## config.mk

```make
export PLATFORM = sky130hd
export DESIGN_NAME = mem_arbiter
export DESIGN_NICKNAME = d
export VERILOG_FILES = /design/src/rtl/mem_arbiter.sv
export SDC_FILE = /design/constraint.sdc
export NUM_CORES = 1
export LEC_CHECK = 0
export ABC_AREA = 1
export ABC_CLOCK_PERIOD_IN_PS = 6500
export CAP_MARGIN = 10
export CORE_AREA = 4 4 137 139
export DETAILED_ROUTE_END_ITERATION = 8
export DIE_AREA = 0 0 141 143
export PLACE_DENSITY = 0.74
export SLEW_MARGIN = 20
export SYNTH_ARGS = -nofsm -noshare
export SYNTH_HDL_FRONTEND = slang
export SYNTH_SLANG_ARGS = --single-unit
export TNS_END_PERCENT = 20
```

## constraint.sdc

```tcl
create_clock -name clk -period 6.5 [get_ports clk]
set_clock_uncertainty 0.15 [all_clocks]
set_input_delay 1.3 -clock clk [delete_from_list [all_inputs] [get_ports clk]]
set_output_delay 1.3 -clock clk [all_outputs]
set_load 0.05 [all_outputs]
```

## src/rtl/mem_arbiter.sv

```systemverilog
// Shares one single-ported, variable-latency memory between instruction fetch and
// data ports: data has priority, fetch is protected from starvation, and a watchdog aborts stuck accesses.
module mem_arbiter #(
  parameter int ADDR_W     = 32,
  parameter int DATA_W     = 32,
  parameter int MAX_STARVE = 3,
  parameter int TIMEOUT    = 15
) (
  input  logic              clk,
  input  logic              reset,
  input  logic              if_req,
  input  logic [ADDR_W-1:0] if_addr,
  output logic [DATA_W-1:0] if_rdata,
  output logic              if_ready,
  input  logic              dm_req,
  input  logic              dm_we,
  input  logic [ADDR_W-1:0] dm_addr,
  input  logic [DATA_W-1:0] dm_wdata,
  output logic [DATA_W-1:0] dm_rdata,
  output logic              dm_ready,
  output logic              mem_req,
  output logic              mem_we,
  output logic [ADDR_W-1:0] mem_addr,
  output logic [DATA_W-1:0] mem_wdata,
  input  logic [DATA_W-1:0] mem_rdata,
  input  logic              mem_ack,
  output logic              err,
  output logic              grant_dm
);
  localparam int SC_W = $clog2(MAX_STARVE + 1);
  localparam int WD_W = $clog2(TIMEOUT + 1);
  localparam logic [SC_W-1:0] STARVE_MAX = SC_W'(MAX_STARVE);
  localparam logic [WD_W-1:0] WD_LAST    = WD_W'(TIMEOUT - 1);

  typedef enum logic [1:0] {
    IDLE   = 2'd0,
    BUS_IF = 2'd1,
    BUS_DM = 2'd2
  } state_t;

  state_t            state_r, state_s;
  logic [SC_W-1:0]   starve_cnt_r, starve_cnt_s;
  logic [WD_W-1:0]   wd_cnt_r, wd_cnt_s;
  logic              mem_req_s, mem_we_s, if_ready_s, dm_ready_s, err_s, grant_dm_s;
  logic [ADDR_W-1:0] mem_addr_s;
  logic [DATA_W-1:0] mem_wdata_s, if_rdata_s, dm_rdata_s;
  logic              if_elig_s, dm_elig_s;

  // A requester is not eligible in its own ready cycle, so a completed request is never re-granted.
  assign if_elig_s = if_req & ~if_ready;
  assign dm_elig_s = dm_req & ~dm_ready;

  // Next-state, arbitration, watchdog and next-output logic.
  always_comb begin
    state_s      = state_r;
    starve_cnt_s = starve_cnt_r;
    wd_cnt_s     = wd_cnt_r;
    mem_req_s    = mem_req;
    mem_we_s     = mem_we;
    mem_addr_s   = mem_addr;
    mem_wdata_s  = mem_wdata;
    if_rdata_s   = if_rdata;
    dm_rdata_s   = dm_rdata;
    grant_dm_s   = grant_dm;
    if_ready_s   = 1'b0;
    dm_ready_s   = 1'b0;
    err_s        = 1'b0;
    case (state_r)
      IDLE: begin
        if (dm_elig_s && (!if_elig_s || (starve_cnt_r < STARVE_MAX))) begin
          state_s     = BUS_DM;
          mem_req_s   = 1'b1;
          mem_we_s    = dm_we;
          mem_addr_s  = dm_addr;
          mem_wdata_s = dm_wdata;
          grant_dm_s  = 1'b1;
          wd_cnt_s    = {WD_W{1'b0}};
          if (if_elig_s) begin
            starve_cnt_s = starve_cnt_r + SC_W'(1'b1);
          end else begin
            starve_cnt_s = {SC_W{1'b0}};
          end
        end else if (if_elig_s) begin
          state_s      = BUS_IF;
          mem_req_s    = 1'b1;
          mem_we_s     = 1'b0;
          mem_addr_s   = if_addr;
          grant_dm_s   = 1'b0;
          wd_cnt_s     = {WD_W{1'b0}};
          starve_cnt_s = {SC_W{1'b0}};
        end else begin
          state_s = IDLE;
        end
      end
      BUS_IF, BUS_DM: begin
        if (mem_ack) begin
          state_s   = IDLE;
          mem_req_s = 1'b0;
          if (state_r == BUS_IF) begin
            if_ready_s = 1'b1;
            if_rdata_s = mem_rdata;
          end else begin
            dm_ready_s = 1'b1;
            if (!mem_we) begin
              dm_rdata_s = mem_rdata;
            end else begin
              dm_rdata_s = dm_rdata;
            end
          end
        end else if (wd_cnt_r == WD_LAST) begin
          // Abort: complete the owner with all-ones data so the pipeline cannot hang.
          state_s   = IDLE;
          mem_req_s = 1'b0;
          err_s     = 1'b1;
          if (state_r == BUS_IF) begin
            if_ready_s = 1'b1;
            if_rdata_s = {DATA_W{1'b1}};
          end else begin
            dm_ready_s = 1'b1;
            dm_rdata_s = {DATA_W{1'b1}};
          end
        end else begin
          wd_cnt_s = wd_cnt_r + WD_W'(1'b1);
        end
      end
      default: begin
        state_s   = IDLE;
        mem_req_s = 1'b0;
      end
    endcase
  end

  // State, counters and all outputs are registered here.
  always_ff @(posedge clk or posedge reset) begin
    if (reset) begin
      state_r      <= IDLE;
      starve_cnt_r <= {SC_W{1'b0}};
      wd_cnt_r     <= {WD_W{1'b0}};
      mem_req      <= 1'b0;
      mem_we       <= 1'b0;
      mem_addr     <= {ADDR_W{1'b0}};
      mem_wdata    <= {DATA_W{1'b0}};
      if_rdata     <= {DATA_W{1'b0}};
      dm_rdata     <= {DATA_W{1'b0}};
      if_ready     <= 1'b0;
      dm_ready     <= 1'b0;
      err          <= 1'b0;
      grant_dm     <= 1'b0;
    end else begin
      state_r      <= state_s;
      starve_cnt_r <= starve_cnt_s;
      wd_cnt_r     <= wd_cnt_s;
      mem_req      <= mem_req_s;
      mem_we       <= mem_we_s;
      mem_addr     <= mem_addr_s;
      mem_wdata    <= mem_wdata_s;
      if_rdata     <= if_rdata_s;
      dm_rdata     <= dm_rdata_s;
      if_ready     <= if_ready_s;
      dm_ready     <= dm_ready_s;
      err          <= err_s;
      grant_dm     <= grant_dm_s;
    end
  end
endmodule

```

# Yosys cells after proc, flatten, opt, wreduce, memory -nomap -nowiden
# Index checks and enable logic that the tools add are counted.
# totals
reg_bits,142
inputBits,134
out_inout_bits,134
wordCells,86
# op_classes
n_mux,43
order_cmp,1
bitwise,5
n_addsub,2
reduce_logical,14
eq_ne,8
# op_table
operator,count
32-bit 2-to-1 mux,11
1-bit 2-to-1 mux,19
4-bit 2-to-1 mux,4
2-bit 2-to-1 mux,6
4-bit one-hot mux with 2 select lines,1
4-bit AND reduction,2
2-bit != test (second input constant),3
3-bit != test (second input constant),2
2-bit AND reduction,3
2-bit nonzero test,3
4-bit by 1-bit adder with 4-bit output (second input constant),1
4-bit equality test (second input constant),1
2-bit one-hot mux with 2 select lines,1
1-bit NOT,3
3-bit AND reduction,1
2-bit by 1-bit adder with 2-bit output (second input constant),1
1-bit bitwise AND,2
2-bit by 1-bit equality test with 1-bit output (second input constant),1
2-bit equality test (second input constant),1
2-bit logical NOT,1
2-bit < comparator (second input constant),1
1-bit one-hot mux with 2 select lines,1
2-bit OR reduction,1
1-bit logical AND,1
2 further kinds,2

# Logic depth before layout (Yosys ltp)
# Gate-level depths: netlist (run 1).
# logic_depth
ltp_word,7
mapped_depth,9
mapped_depth_nobuf,9

# Worst setup path before layout (run 1)
# OpenSTA, ideal clock, no wires.
# synth_path
path_kind,input to register
startpoint,in dm_req
endpoint,reg mem_wdata[0]
arrival_ns,1.993
required_ns,6.231
setup_ns,0.119
path_slack_ns,4.237
path_buffers,1
cell_stages,8
path_cell_list,inv_1 nor2_1 nand2_2 nor2_4 inv_2 buf_2 nand2_1 nand2_1
# synth_between
elab_chain_len,3
# synth_lines
item,line,text
"start, declared",15,"input logic dm_req,"
1-bit bitwise AND,51,assign dm_elig_s = dm_req & ~dm_ready;
1-bit logical AND,70,if (dm_elig_s && (!if_elig_s || (starve_cnt_r < STARVE_MAX))) begin
2-bit AND reduction (no line),n/a,
"end signal, assigned",142,mem_wdata <= {DATA_W{1'b0}};
"end signal, assigned",156,mem_wdata <= mem_wdata_s;
"end, declared",24,"output logic [DATA_W-1:0] mem_wdata,"
# Every way passes these cells.
# A chain may end at the register's enable or synchronous reset.

# Worst setup path after layout (run 1)
# layout_path
startpoint,in mem_ack
endpoint,reg if_rdata[16]
# layout_between
elab_chain_len,2
word_cells_on_any_way,3
# layout_lines
item,line,text
"start, declared",26,"input logic mem_ack,"
2-bit nonzero test (no line),n/a,
3-bit AND reduction (no line),n/a,
"end signal, assigned",143,if_rdata <= {DATA_W{1'b0}};
"end signal, assigned",157,if_rdata <= if_rdata_s;
"end, declared",13,"output logic [DATA_W-1:0] if_rdata,"
# Parallel ways exist; a longest one is shown, timed or not.

==> metrics.md, run 1 <==
| Metric | Value |
|---|---|
| Chip height | 143 µm |
| Remaining DRCs | 0 |
| CTS Buf Count | 17 |
| Port bufs | 267 |
| Delay-heaviest family, CP | buffers and inverters |
| Post-route cell area | 9430 µm² |
| YS warnings | 0 |
| GP Congestion | 0.811 |
| First-pass iteration count of the detailed router | 4 |
| Initial core utilization | 34.4% |
| Die X | 141 µm |
| Crit path max-delay cell type | clkinv_1 |
| Clock sinks | 142 |
| Setup violators final | 0 |
| Clock Path Buffers | 2 |
| Final TNS setup | 0 ns |
| Synth Cell Area | 6070 µm² |
| Most frequent cells in the layout | nand2_1 (281), clkdlybuf4s50_1 (267), dfrtp_1 (142), o21ai_1 (71), nor2_1 (68) |
| Area of the multi-input gates | 2110 µm² |
| Worst Setup Path Type | primary input to flop |
| Fill count | 1,638 |
| Vias per cell | 4.47 |
| Slowest stage delay, CP | 0.79 ns |
| Core ar. | 17,700 µm² |
| Post CTS Setup Buffer Count | 0 |
| Critical Path RT | 6.64 ns |
| Clk_lat worst skew | 0.41 ns |
| CP Launch Type | primary input |
| Fin util | 53.4% |
| Initial DRC count | 212 |
| Cell area after placement | 8830 µm² |
| Total Wirelength | 17,200 µm |
| Vias in the first global route | 5,365 |
| Wire per inst | 14.4 µm |
| Static Leak | 4.46 nW |
| Synth Area in Adders | 1.03% |
| Row Count | 49 |
| Post-synthesis simple-gate area fraction | 23.6% |
| HPWL Detailed | 12,200 µm |
| Placed cell count | 1,165 |
| All-layer global routing usage | 17.0% |
| Hold Path Class | flop to flop |
| Max Transition Viols Final | 0 |
| Reg clk slew, reported paths | 0.06 ns |
| First-pass GRT wire length | 27,600 µm |
| Count of cell types in the netlist | 24 |
| Crit share post-route | 66.3% |
| Antenna violations before repair | 1 |
| Largest net degree at the start of global routing | 96 |
| Maxcap violations | 0 |
| Ant diodes | 0 |
| Fraction of synthesized area in multiplexers | 0% |
| Worst setup EP type | flop |
| Post-synthesis xor/xnor area fraction | 0% |
| Vias | 5,347 |
| Full die area | 20,200 µm² |
| H-tree levels | 4 |
| Area delta synth->final | 55.5% |
| Fmax achieved | 232 MHz |
| ANT nets after route | 0 |
| Seq/Total Area, Yosys | 58.6% |
| Compound-cell area share of the yosys netlist | 10.2% |
| Final Hold Fails | 0 |
| Synthesized netlist cell count | 702 |
| Slew margin rel. | 33.3% |
| Max FO, Critical Path | 43 |
| Worst VDD drop | 0.409 mV |
| Unrepaired setup endpoints after global routing | no |
| Post-cts sizing count | 0 |
| Hold Buf Count CTS | 0 |
| Syn Nets | 841 |
| #FFs+latches synth | 142 |
| Slew @ Worst Pin | 0.994 ns |
| Largest family of logic cells by synthesized area | simple AND/OR/NAND/NOR gates |
| Non-Filler Instances | 1,197 |
| PwrDens | 620 nW/µm² |
| Root buf cell | clkbuf_16 |
| FF+latch area | 3550 µm² |
| Crit path time final | 4.31 ns |
| Critical Path, Cell by Cell | clkdlybuf4s50_1, clkinv_1, nand2_4, nand3_2, buf_4, nand2_1, o21ai_2 |
| Crit path DAT | 4.45 ns |
| GRT overflow | 0 |
| Commonest non-fill, non-tap cell in the layout | nand2_1 |
| CTS tree | built |
| Layout cell share with drive strength beyond 1 | 7.02% |
| Outcome | finished clean |
| Buf+Inv Stages, Crit Path | 3 |
| # IOs | 268 |
| Final nets | 1,094 |
| Syn_area_per_cell | 8.64 µm² |
## kinds of logic (layout without fill, tap and decap cells)
| group | after synthesis | count (layout) |
|---|---|---|
| and+or+nand+nor | 365 | 365 |
| DFF | 142 | 142 |
| AOI/OAI and AO/OA | 106 | 106 |
| buffers and inverters | 84 | 350 |
| adders and majority gates | 5 | 5 |
## state kept, by name, summed over array words and instances (netlist names), 2 cells and up
name / flops
dm_rdata: 32
state_r: 2
wd_cnt_r: 4
starve_cnt_r: 2
if_rdata: 32
mem_addr: 32
mem_wdata: 32
## Yosys cell counts
library cell / number / area share, %
o21ai_1: 71 / 5.9
a21oi_1: 2 / 0.17
nand3_2: 2 / 0.33
inv_1: 46 / 2.8
o21a_1: 1 / 0.12
clkbuf_1: 5 / 0.31
nor2_1: 68 / 4.2
nor3_1: 1 / 0.082
nand4_1: 1 / 0.10
nand2_2: 2 / 0.21
nor2_4: 1 / 0.19
buf_2: 23 / 1.9
nand3_4: 1 / 0.29
buf_4: 1 / 0.12
o21ai_0: 9 / 0.74
nand3_1: 6 / 0.50
ha_1: 5 / 1.0
nand2_4: 1 / 0.19
buf_6: 7 / 1.3
or2_2: 1 / 0.10
dfrtp_1: 142 / 59
nand2_1: 281 / 17
inv_2: 2 / 0.12
o21ai_2: 23 / 3.3
## area by class of cell
| type | count | area share [%] |
|---|---|---|
| clock buffer | 19 | 4.70 |
| clock inverter | 13 | 1.65 |
| inverter | 48 | 1.96 |
| multi-input combinational | 476 | 22.4 |
| sequential | 142 | 37.7 |
| tap | 229 | 3.04 |
| timing repair buffer | 270 | 28.6 |
## final timing paths
check,start,endpoint,slack (ns),depth (start not counted)
max reg2reg,state_r[0]$_DFFE_PP0P_,if_rdata[16]$_DFFE_PP0P_,3.86,6
max,mem_ack,if_rdata[16]$_DFFE_PP0P_,2.19,7
min reg2reg,mem_wdata[30]$_DFFE_PP0P_,mem_wdata[30]$_DFFE_PP0P_,0.32,2
max in group asynchronous,reset,mem_wdata[6]$_DFFE_PP0P_,3.74,3
min,mem_wdata[30]$_DFFE_PP0P_,mem_wdata[30]$_DFFE_PP0P_,0.32,2
min in group asynchronous,reset,mem_wdata[13]$_DFFE_PP0P_,1.27,2
## metrics by stage
| stage | hold slack [ns] | total power, mW | setup WS (ns) |
|---|---|---|---|
| finish | 0.319 | 5.85 | 2.19 |
| global route | 0.340 | 6.20 | 1.91 |
| CTS | 0.323 | 5.92 | 2.56 |
| detailed placement | 0.307 | 4.92 | 2.13 |
| global placement | 0.303 | 4.87 | 2.23 |
| floorplan | 0.303 | 3.79 | 1.24 |
## worst register-to-register path, stage by stage, from the launching register on
cell     delay, ns
dfrtp_1       0.35
inv_1         0.06
ha_1          0.47
nand3_2       0.80
buf_4         0.54
nand2_1       0.11
o21ai_2       0.05
## layer usage
layer  track usage [%]  up-vias  wire (µm)
li1                  -     2685          -
met1              21.3     2449       7520
met2              27.1      185       7890
met3              6.97       26       1510
met4              5.30        2        297
met5                 0        -          7
## power by group
group | switching [mW] | internal, mW | leakage [nW]
Combinational | 2.27 | 1.05 | 2.43
Sequential | 0.240 | 1.31 | 1.75
Clock | 0.394 | 0.585 | 0.283
Total | 2.91 | 2.94 | 4.46
Note: power is estimated with default switching activity, not from simulation.
==> run 2: changes to the inputs <==
--- a/config.mk
+++ b/config.mk
@@ -6,7 +6,7 @@
 export NUM_CORES = 1
 export LEC_CHECK = 0
 export ABC_AREA = 1
-export ABC_CLOCK_PERIOD_IN_PS = 6500
+export ABC_CLOCK_PERIOD_IN_PS = 4260
 export CAP_MARGIN = 10
 export CORE_AREA = 4 4 137 139
 export DETAILED_ROUTE_END_ITERATION = 8
==> constraint.sdc (replaced) <==
create_clock -name clk -period 4.26 [get_ports clk]
set_clock_uncertainty 0.15 [all_clocks]
set_input_delay 0.852 -clock clk [delete_from_list [all_inputs] [get_ports clk]]
set_output_delay 0.852 -clock clk [all_outputs]
set_load 0.05 [all_outputs]
==> run 2 against run 1 <==
Cell count up 0.17%. Design area up 0.56%. First-iteration DRC count rose by 24%. Total power is 53% higher. Non-clock buffer count increased by 4. Clock-buffer cell count rose by 2. Routed wire length up 0.41%. Highest routed layer is now met4.
==> metrics.md, run 2 (synthesis results as in run 1) <==
| Metric | Value |
|---|---|
| Critical Path RT | 3.26 ns |
| Hold_sp | mem_wdata[20]$_DFFE_PP0P_ |
| Crit path time final | 2.63 ns |
| Setup slack at placement | 1.39 ns |
| Met1 Wirelength | 7610 µm |
| First-pass iteration count of the detailed router | 4 |
| CTS Buf Count | 17 |
| Flop2flop setup slack | 2.12 ns |
| First-pass GRT wire length | 27,500 µm |
| Clk_lat worst skew | 0.40 ns |
| Worst Setup Path Type | flop to primary output |
| R2r worst-path depth | 8 |
| Delay-heaviest family, CP | buffers and inverters |
| Fin util | 53.7% |
| Clock Path Buffers | 2 |
| Max FO, Critical Path | 3 |
| Largest net degree at the start of global routing | 67 |
| # IOs | 268 |
| Most frequent cells in the layout | nand2_1 (281), clkdlybuf4s50_1 (267), dfrtp_1 (142), o21ai_1 (71), nor2_1 (68) |
| Unrepaired setup endpoints after global routing | no |
| CTS tree | built |
| Clock sinks | 142 |
| Area of the multi-input gates | 2110 µm² |
| Root buf cell | clkbuf_16 |
| Post-route setup slack | 1.63 ns |
| Initial core utilization | 34.4% |
| Pwr Total | 8.95 mW |
| ANT nets after route | 0 |
| Crit path DAT | 1.63 ns |
| Reg2reg end | mem_addr[30]$_DFFE_PP0P_ |
| Worst setup EP type | primary output |
| Crit path max-delay cell type | clkdlybuf4s50_1 |
| Full die area | 20,200 µm² |
| Slowest stage delay, CP | 0.84 ns |
| Post CTS Setup Buffer Count | 0 |
| Vias in the first global route | 5,259 |
| HPWL Detailed | 12,300 µm |
| Row Count | 49 |
| Die X | 141 µm |
| Chip height | 143 µm |
| Hold Path Class | flop to flop |
| Commonest non-fill, non-tap cell in the layout | nand2_1 |
| PwrDens | 944 nW/µm² |
| Slew @ Worst Pin | 0.821 ns |
| Outcome | finished clean |
| Wire per inst | 14.4 µm |
| Total Wirelength | 17,300 µm |
| Core ar. | 17,700 µm² |
| Remaining DRCs | 0 |
| Worst Hold End | mem_wdata[20]$_DFFE_PP0P_ |
| Layout cell share with drive strength beyond 1 | 7.11% |
| All-layer global routing usage | 17.0% |
| Hold depth | 2 |
| Final TNS setup | 0 ns |
| Met3 wire len | 1590 µm |
| Met2 Wirelength | 7800 µm |
| Ant diodes | 0 |
| GRT overflow | 0 |
| Max Transition Viols Final | 0 |
| Antenna violations before repair | 0 |
| Area delta synth->final | 56.3% |
| Buf+Inv Stages, Crit Path | 1 |
| Top layer in use | met4 |
| Hold Buf Count CTS | 0 |
| Post-cts sizing count | 0 |
| Slew margin rel. | 45.2% |
| Critical Path, Cell by Cell | clkdlybuf4s50_1 |
| Worst VDD drop | 0.560 mV |
| Fill count | 1,608 |
| CP Launch Type | flop |
| H-tree levels | 4 |
| Initial DRC count | 263 |
| Vias per cell | 4.48 |
| Worst r2r src | state_r[0]$_DFFE_PP0P_ |
| Maxcap violations | 0 |
| Reg clk slew, reported paths | 0.06 ns |
| Setup violators final | 0 |
| Final nets | 1,098 |
| Port bufs | 267 |
| Static Leak | 4.49 nW |
| Fmax achieved | 380 MHz |
| GP Congestion | 0.817 |
| Final Hold Fails | 0 |
| FF+latch area | 3550 µm² |
| Crit share post-route | 61.8% |
| Vias | 5,366 |
## run 2: layout make-up
type	count	area share [%]
clock buffer	21	4.86
clock inverter	9	1.44
inverter	48	1.94
multi-input combinational	476	22.3
sequential	142	37.5
tap	229	3.02
timing repair buffer	274	29.0
## run 2: report_power, final
| part | leakage, nW | switching (mW) | internal (mW) |
|---|---|---|---|
| clock | 0.286 | 0.556 | 0.949 |
| combinational | 2.46 | 3.48 | 1.61 |
| sequential | 1.75 | 0.354 | 2.00 |
| total | 4.49 | 4.39 | 4.56 |
## run 2: routing by layer
metal,vias to the layer above,global-route usage [%]
met5,-,0
met4,0,5.92
met3,19,7.00
met2,186,26.2
met1,2457,21.9
li1,2704,-
## run 2: worst max path at each step
stage,startpoint,depth (start not counted),to
3_5_place_dp,if_req,7,mem_addr[30]$_DFFE_PP0P_
4_1_cts,mem_we$_DFFE_PP0P_,1,mem_we
5_1_grt,mem_we$_DFFE_PP0P_,1,mem_we
6_report,dm_ready$_DFF_PP0_,1,dm_ready
3_3_place_gp,dm_req,9,mem_wdata[17]$_DFFE_PP0P_
2_1_floorplan,reset,1,dm_rdata[0]$_DFFE_PP0P_
## run 2: through the flow
stage | cell area, µm² | std cells | hold slack, ns
5_1_grt | 9480 | 1199 | 0.337
3_5_place_dp | 8890 | 1169 | 0.307
4_1_cts | 9480 | 1199 | 0.323
2_1_floorplan | 6070 | 702 | 0.303
3_3_place_gp | 8890 | 1169 | 0.304
6_report | 9480 | 1199 | 0.318
